$ cat src/rtl/aes_trace_sequencer.sv
// aes_trace_sequencer: stimulus sequencer for AES power-analysis captures.
// Issues back-to-back encryptions separated by a programmable idle gap.
// Plaintext sources: fixed, increment, Galois LFSR, or fixed-vs-random (TVLA).
// Also drives a scope trigger and counts traces. A run can stop after NUM_TRACES.
// Optional feature: define SEQ_CHECKSUM_EN to add the 8-bit ciphertext checksum port.
module aes_trace_sequencer #(
  parameter int TEXT_W     = 128,
  parameter int GAP_W      = 8,
  parameter int CNT_W      = 16,
  parameter int NUM_TRACES = 0
) (
  input  logic              ICE_CLK,
  input  logic              reset,
  input  logic              enable,
  input  logic [1:0]        mode,
  input  logic [GAP_W-1:0]  gap,
  input  logic [TEXT_W-1:0] seed,
  input  logic [TEXT_W-1:0] fixed_text,
  input  logic              aes_busy,
  input  logic [TEXT_W-1:0] aes_text_out,
  output logic              aes_start,
  output logic [TEXT_W-1:0] aes_text_in,
  output logic              trigger,
  output logic [CNT_W-1:0]  trace_count,
`ifdef SEQ_CHECKSUM_EN
  output logic              done,
  output logic [7:0]        checksum
`else
  output logic              done
`endif
);

  typedef enum logic [2:0] {
    S_IDLE,
    S_GAP,
    S_START,
    S_WAIT_BUSY,
    S_RUN,
    S_DONE
  } state_e;

  typedef enum logic [1:0] {
    MODE_FIXED,
    MODE_INC,
    MODE_LFSR,
    MODE_TVLA
  } mode_e;

  state_e            state, next_state;
  mode_e             mode_q;
  logic [TEXT_W-1:0] gen_q;
  logic [TEXT_W-1:0] gen_next;
  logic [TEXT_W-1:0] text_sel;
  logic [TEXT_W-1:0] seed_eff;
  logic [GAP_W-1:0]  gap_cnt;
  logic [1:0]        wait_cnt;
  logic              trace_done;
  logic              run_start;
  logic [CNT_W-1:0]  count_inc;

  // One step of the x^128+x^7+x^2+x+1 Galois LFSR (shift left, fold 0x87 into the low byte)
  function automatic logic [TEXT_W-1:0] lfsr_step(input logic [TEXT_W-1:0] s);
    logic [TEXT_W-1:0] r;
    r = {s[TEXT_W-2:0], 1'b0};
    if (s[TEXT_W-1]) begin
      r[7:0] = r[7:0] ^ 8'h87;
    end
    return r;
  endfunction

  assign run_start = (state == S_IDLE) && enable;
  assign count_inc = trace_count + CNT_W'(1);
  // An all-zero LFSR would lock up, so LFSR-based modes start from 1 instead
  assign seed_eff  = (mode[1] && (seed == '0)) ? TEXT_W'(1) : seed;

  // Plaintext for the next trace; TVLA alternates fixed (even n) and LFSR (odd n)
  always_comb begin
    text_sel = gen_q;
    case (mode_q)
      MODE_FIXED: text_sel = fixed_text;
      MODE_TVLA:  if (!trace_count[0]) text_sel = fixed_text;
      default:    text_sel = gen_q;
    endcase
  end

  // Generator advance applied on trace completion; TVLA steps only after odd traces
  always_comb begin
    gen_next = gen_q;
    case (mode_q)
      MODE_INC:  gen_next = gen_q + TEXT_W'(1);
      MODE_LFSR: gen_next = lfsr_step(gen_q);
      MODE_TVLA: if (trace_count[0]) gen_next = lfsr_step(gen_q);
      default:   gen_next = gen_q;
    endcase
  end

  // State register
  always_ff @(posedge ICE_CLK) begin
    if (reset) begin
      state <= S_IDLE;
    end else begin
      state <= next_state;
    end
  end

  // Next-state logic; WAIT_BUSY timeout and RUN exit share the trace-completion path
  always_comb begin
    next_state = state;
    trace_done = 1'b0;
    case (state)
      S_IDLE: begin
        if (enable) next_state = S_GAP;
      end
      S_GAP: begin
        if (!enable) begin
          next_state = S_IDLE;
        end else if (!aes_busy && (gap_cnt == '0)) begin
          next_state = S_START;
        end
      end
      S_START: begin
        next_state = S_WAIT_BUSY;
      end
      S_WAIT_BUSY: begin
        if (aes_busy) begin
          next_state = S_RUN;
        end else if (wait_cnt == 2'd3) begin
          trace_done = 1'b1;
        end
      end
      S_RUN: begin
        if (!aes_busy) trace_done = 1'b1;
      end
      S_DONE: begin
        if (!enable) next_state = S_IDLE;
      end
      default: next_state = S_IDLE;
    endcase
    if (trace_done) begin
      if ((NUM_TRACES != 0) && (count_inc == CNT_W'(NUM_TRACES))) begin
        next_state = S_DONE;
      end else if (enable) begin
        next_state = S_GAP;
      end else begin
        next_state = S_IDLE;
      end
    end
  end

  // Datapath: outputs are registered from next_state so they line up with the state
  always_ff @(posedge ICE_CLK) begin
    if (reset) begin
      aes_start   <= 1'b0;
      aes_text_in <= '0;
      trigger     <= 1'b0;
      trace_count <= '0;
      done        <= 1'b0;
      gen_q       <= '0;
      mode_q      <= MODE_FIXED;
      gap_cnt     <= '0;
      wait_cnt    <= '0;
    end else begin
      aes_start <= (next_state == S_START);
      trigger   <= (next_state == S_START) || (next_state == S_WAIT_BUSY) ||
                   (next_state == S_RUN);
      done      <= (next_state == S_DONE);

      if (run_start) begin
        trace_count <= '0;
        gen_q       <= seed_eff;
        mode_q      <= mode_e'(mode);
      end else if (trace_done) begin
        trace_count <= count_inc;
        gen_q       <= gen_next;
      end

      if ((next_state == S_GAP) && (state != S_GAP)) begin
        gap_cnt <= gap;
      end else if ((state == S_GAP) && !aes_busy && (gap_cnt != '0)) begin
        gap_cnt <= gap_cnt - GAP_W'(1);
      end

      if ((state == S_GAP) && (next_state == S_START)) begin
        aes_text_in <= text_sel;
      end

      wait_cnt <= (state == S_WAIT_BUSY) ? wait_cnt + 2'd1 : '0;
    end
  end

`ifdef SEQ_CHECKSUM_EN
  logic [7:0] text_fold;

  // XOR of all bytes of the captured ciphertext
  always_comb begin
    text_fold = '0;
    for (int unsigned i = 0; i < TEXT_W / 8; i++) begin
      text_fold = text_fold ^ aes_text_out[8*i +: 8];
    end
  end

  // Running checksum, cleared at run start, folded in on each trace completion
  always_ff @(posedge ICE_CLK) begin
    if (reset) begin
      checksum <= '0;
    end else if (run_start) begin
      checksum <= '0;
    end else if (trace_done) begin
      checksum <= checksum ^ text_fold;
    end
  end
`else
  // Ciphertext is not consumed without the checksum; this sink is trimmed in synthesis
  logic unused_text_out;
  assign unused_text_out = ^aes_text_out;
`endif

endmodule

$ cat config.mk
export PLATFORM = sky130hd
export DESIGN_NAME = aes_trace_sequencer
export DESIGN_NICKNAME = d
export VERILOG_FILES = /design/src/rtl/aes_trace_sequencer.sv
export SDC_FILE = /design/constraint.sdc
export NUM_CORES = 1
export LEC_CHECK = 0
export CORE_AREA = 3 3 212 214
export DETAILED_ROUTE_END_ITERATION = 6
export DIE_AREA = 0 0 215 217
export PLACE_DENSITY = 0.8
export SLEW_MARGIN = 0
export SYNTH_ARGS = -nofsm -noshare
export SYNTH_HDL_FRONTEND = slang
export SYNTH_SLANG_ARGS = --single-unit
$ cat constraint.sdc
create_clock -name ICE_CLK -period 3.3 [get_ports ICE_CLK]
set_input_delay 0.66 -clock ICE_CLK [delete_from_list [all_inputs] [get_ports ICE_CLK]]
set_output_delay 0.66 -clock ICE_CLK [all_outputs]
set_load 0.005 [all_outputs]
==> results of run 1 <==
[critical path: cells and delay by family (launching register included)]
family | cells | cell delay, ps
and+or+nand+nor | 4 | 1950
DFF | 1 | 530
AOI/OAI and AO/OA | 2 | 510
[final timing paths]
path	from	endpoint	slack (ps)	depth (start not counted)
setup / recovery	gen_q[58]	gen_q[111]	160	6
hold / removal	wait_cnt[0]	wait_cnt[0]	430	1
setup reg to reg	gen_q[58]	gen_q[111]	160	6
hold reg to reg	wait_cnt[0]	wait_cnt[0]	430	1
[logic make-up (layout without fill, tap and decap cells)]
family                   after synthesis  in the layout
multiplexers                          18             18
AO/OA/AOI/OAI                        804            804
other                                  0              3
AND/OR/NAND/NOR                      882            882
flip-flops                           290            290
buffers and inverters                251            658
XOR/XNOR                              25             25
adder cells (fa/ha/maj)                9              9
[per-layer routing]
layer,vias to the layer above,track usage,routed length [um]
met4,8,0.1498,3933
met5,-,0,44
met2,1424,0.4854,33640
li1,9485,-,-
met1,9738,0.4042,30170
met3,271,0.08755,9832
[cells in the mapped netlist, drive strengths merged (13+ instances only)]
cell	count
a211oi	158
and2	14
xnor2	13
clkbuf	198
nand3	77
inv	23
or3	24
nor2	309
nand2	153
nor3	82
o221ai	27
dfxtp	290
nand4	60
a31oi	35
o31ai	13
buf	30
a221oi	15
a21oi	173
mux2i	17
o21ai	121
nor4	71
a22oi	137
and3	24
[sequential cells by signal (all words and copies together), names as in the netlist]
signal,flops
aes_start,1
trigger,1
mode_q,2
state,3
done,1
gap_cnt,8
wait_cnt,2
aes_text_in,128
trace_count,16
gen_q,128
[power by group through the flow]
stage	clock (mW)	sequential (mW)	combinational, mW
after floorplan	0	3.97	1.31
after global placement	0	4.09	2.22
after detailed placement	0	4.10	2.27
after CTS	3.97	4.02	2.29
after global routing	4.10	4.06	2.50
final	3.92	4.04	2.33
[area by class of cell]
class                      instances  area [um2]  share of cell area
timing repair buffer             574        5517              0.2321
tap                              585       732.0             0.03080
clock inverter                     7       77.57            0.003264
sequential                       290        5806              0.2443
antenna                            3       7.507           0.0003159
inverter                          23       86.33            0.003633
multi-input combinational       1738       10480              0.4411
clock buffer                      54        1059             0.04454
==> reports/results.ini, run 1 <==
[status]
status = complete, but fails checks
violations = design-rule violations

[timing]
setup_viol = 0
rsz0062_at_grt = no
min_period_ps = 3143
max_freq_ghz = 0.3182
drv_slew = 0
relSlewSlack = 0.4172
worst_hold_slack_ps = 433.2
finalCritPeriodShare = 0.9524
tns_ps = 0
setup_slack_ps = 157.2
finalHoldViolations = 0
max_slew.worst_pin.slew_ps = 874.2
finalClockSkew_ps = 40.62

[routing]
drc = 3
drt_first_pass_iters = 7
dr_total_vias = 20930
ant_nets = 0
viasPerCell = 6.392
wl_um = 77620
wl_per_cell_um = 23.71
drt_iter0_markers = 2700

[cts]
ctsHoldBuffers = 0
htree_levels = 2
cts_made_buffers = 36
path_clk_slew_ps = 60
post_cts_resized = 0
cts.sinks = 290
cts_buffer_depth = 3
cts_root_buffer = clkbuf_16
clock_latency_ps = 570
cts_tree = yes
post-cts-setup-buffer-count = 0

[finish]
nFillCells = 3921
layout_commonest_cell = clkdlybuf4s50_1
fin_nets = 3070
final_cell_area_um2 = 23770
final_cells = 3274
area_growth_pct = 38.17
drive_gt1_frac = 0.09829
final_util = 0.5517
mostFrequentLayoutCells = 415 x clkdlybuf4s50_1, 306 x nor2_1, 290 x dfxtp_1

[global_routing]
grt.overflow.total = 0
grt_pass1_wl_um = 116200
antenna_found_initial = 8
track_usage = 0.3133
grt_max_degree = 144
grt_pass1_vias = 19580

[critical_path]
cp_cell_sequence = nand4_1 > or4_1 > or3_1 > nor4_4 > a311oi_1 > a2111oi_0
crit_path_max_incr_delay_ps = 610
cp-start-kind = register
end_kind = register
arrival_ps = 3560
critPathSlowestCell = nor4_4
path_class = register to register
cp.required_ps = 3720
cp_max_fo = 8

[hold_path]
hold_path.class = register to register

[synthesis]
yosys-mux-area-fraction = 0.01055
ys_async_sr_fraction = 0
synth_compound_area_frac = 0.3174
syn-num-nets = 2686
synth_top_area_share = 0.3375
synth_edf_count = 0
post_synth_num_cell_types = 87
avgSynthCellArea_um2 = 7.548
yosys_warnings = 0
seq_area_frac_synth = 0.3375
synth-simple-area-share = 0.2582
synthCells = 2279
synth_area_um2 = 17200
ys_seq_elements = 290
synthAdderAreaFrac = 0.006546
netlist.top_cell.by_area = dfxtp_1
synthXorXnorAreaFrac = 0.01273
synth-main-ff-cell = dfxtp_1
synth_area_leaders = dfxtp_1 34%, a211oi_1 6.9%, nor2_1 6.7%
synth_top_family_by_area = compound AO/OA/AOI/OAI gates

[power_and_ir_drop]
pwr-share-comb = 0.226
p_int_mw = 7.098
clkPwrFrac = 0.381
p_total_mw = 10.28
irDropWorstVdd_mv = 0.3115
p_leak_nw = 7.884
swShare = 0.3098
pwr-share-seq = 0.393
power.switching_mw = 3.185
pwr_density_cell_nw_per_um2 = 432.7

[floorplanning]
num_rows = 76
die_w_um = 215
start_util = 0.3993
die_area_um2 = 46660
core_area_um2 = 43080
pin_count = 545
fp.dieH_um = 217

[placed_design]
dp_hpwl_um = 56460
dp_cells = 3210
dpl_cell_area_um2 = 22620
place.gp.congestion = 1.001
io_buffer_count = 416
dp_slack_ps = 8.116

[flow_run]
drv_cap = 0

Note: power is estimated with default switching activity, not from simulation.
==> run 2, diff against run 1 <==
--- a/config.mk
+++ b/config.mk
@@ -5,6 +5,7 @@
 export SDC_FILE = /design/constraint.sdc
 export NUM_CORES = 1
 export LEC_CHECK = 0
+export CAP_MARGIN = 0
 export CORE_AREA = 3 3 212 214
 export DETAILED_ROUTE_END_ITERATION = 6
 export DIE_AREA = 0 0 215 217
==> constraint.sdc (replaced) <==
create_clock -name ICE_CLK -period 3.8 [get_ports ICE_CLK]
set_input_delay 0.57 -clock ICE_CLK [delete_from_list [all_inputs] [get_ports ICE_CLK]]
set_output_delay 0.57 -clock ICE_CLK [all_outputs]
set_load 0.005 [all_outputs]
==> run 2 against run 1 <==
Compared with the run above: the flow now finishes without violations; via count down 0.56%; non-clock buffer count down 72; utilization down 1.2 points; power down 11%; global-route usage up 0.13 points; first-iteration DRC count up 0.37%; sequential power down 12%; cell area down 2.1%; worst setup slack better by 300 ps; clock skew down 23 ps; largest cell class unchanged.
==> reports/results.ini, run 2 (synthesis gave the netlist of run 1 again) <==
[cts]
clock_latency_ps = 560
cts_buffer_depth = 3
path_clk_slew_ps = 60
post-cts-setup-buffer-count = 0
ctsHoldBuffers = 0
htree_levels = 2
post_cts_resized = 0
cts_made_buffers = 36
cts.sinks = 290
cts_root_buffer = clkbuf_16
cts_tree = yes

[placed_design]
dp_cells = 3138
dp_slack_ps = -44.55
dp_hpwl_um = 56070
place.gp.congestion = 0.9766
io_buffer_count = 416

[critical_path]
crit_path_max_incr_delay_ps = 710
path_buf_inv = 0
cp_max_fo = 9
end_kind = register
cp.required_ps = 4230
path_class = register to register
critPathSlowestCell = nor4_2
cp-start-kind = register
arrival_ps = 3770
cpLargestDelayFamily = simple AND/OR/NAND/NOR gates
cp_cell_sequence = nand3_1 > nor4_2 > nand2_1 > nor2_1 > and4_1 > nor3b_1 > o32ai_1

[timing]
min_period_ps = 3347
worst_hold_slack_ps = 435.0
relSlewSlack = 0.1946
rsz0062_at_grt = no
setup_slack_ps = 453.0
setup_viol = 0
max_slew.worst_pin.slew_ps = 1208
max_freq_ghz = 0.2988
finalCritPeriodShare = 0.8808
finalClockSkew_ps = 18.00
finalHoldViolations = 0
drv_slew = 0

[global_routing]
grt.overflow.total = 0
track_usage = 0.3146
grt_pass1_vias = 19440
antenna_found_initial = 3
grt_max_degree = 134
grt_pass1_wl_um = 116400

[finish]
layout_commonest_cell = clkdlybuf4s50_1
area_growth_pct = 35.21
final_util = 0.5399
final_cells = 3205
fin_nets = 2998
top_regs = aes_text_in x128, gen_q x128, trace_count x16
mostFrequentLayoutCells = 415 x clkdlybuf4s50_1, 306 x nor2_1, 290 x dfxtp_1
drive_gt1_frac = 0.07560

[routing]
viasPerCell = 6.493
wl_per_cell_um = 24.35
ant_nets = 0
drc = 0
drt_iter0_markers = 2710
wl_um = 78050
dr_total_vias = 20810
drt_first_pass_iters = 6

[hold_path]
hold_path.class = register to register

[power_and_ir_drop]
p_leak_nw = 7.539
pwr_density_cell_nw_per_um2 = 394.0
irDropWorstVdd_mv = 0.2755

[status]
status = finished, final reports clean

[floorplanning]
die_area_um2 = 46660
start_util = 0.3993
core_area_um2 = 43080
die_w_um = 215
pin_count = 545
fp.dieH_um = 217
num_rows = 76

[flow_run]
drv_cap = 0

-- run 2: cell types whose count changed in the layout (fill, tap and decap cells not counted), sizes merged --
| cell | previous run | this run |
|---|---|---|
| diode | 3 | 1 |
| clkinvlp | 1 | 2 |
| inv | 24 | 26 |
| clkinv | 4 | 3 |
| bufinv | 1 | 4 |
| buf | 158 | 86 |
-- run 2: final timing paths --
check              startpoint           to  slack [ps]  cells after the start
setup reg to reg     gen_q[2]    gen_q[89]         450                      7
hold reg to reg   wait_cnt[0]  wait_cnt[0]         440                      1
setup / recovery     gen_q[2]    gen_q[89]         450                      7
hold / removal    wait_cnt[0]  wait_cnt[0]         440                      1
-- run 2: per-stage QoR --
step                cell area (um2)  power, mW  setup TNS (ps)
global placement              22000      5.411          -53.44
floorplan                     17200      4.582               0
CTS                           23260      9.157               0
detailed placement            22000      5.468          -71.57
finish                        23260      9.165               0
global route                  23260      9.495               0
-- run 2: power by group --
group	switching, mW	total (mW)	internal, mW
clock	1.46	3.70	2.25
combinational	1.02	1.89	0.870
sequential	0.326	3.57	3.24
total	2.80	9.16	6.36
-- run 2: layout make-up --
class / instances / area (um2)
fillers: 3985 / 19820
flip-flops and latches: 290 / 5806
inverters: 23 / 86.33
clock buffers: 54 / 1080
well taps: 585 / 732.0
diodes: 1 / 2.502
multi-input cells: 1738 / 10490
repair buffers: 502 / 4888
clock inverters: 12 / 176.4
-- run 2: metal layers --
metal	routed length (um)	vias to the layer above	global-route usage
li1	-	9340	-
met1	30900	9837	0.4128
met2	34320	1386	0.4915
met3	9533	242	0.08615
met4	3276	4	0.1273
met5	17	-	0
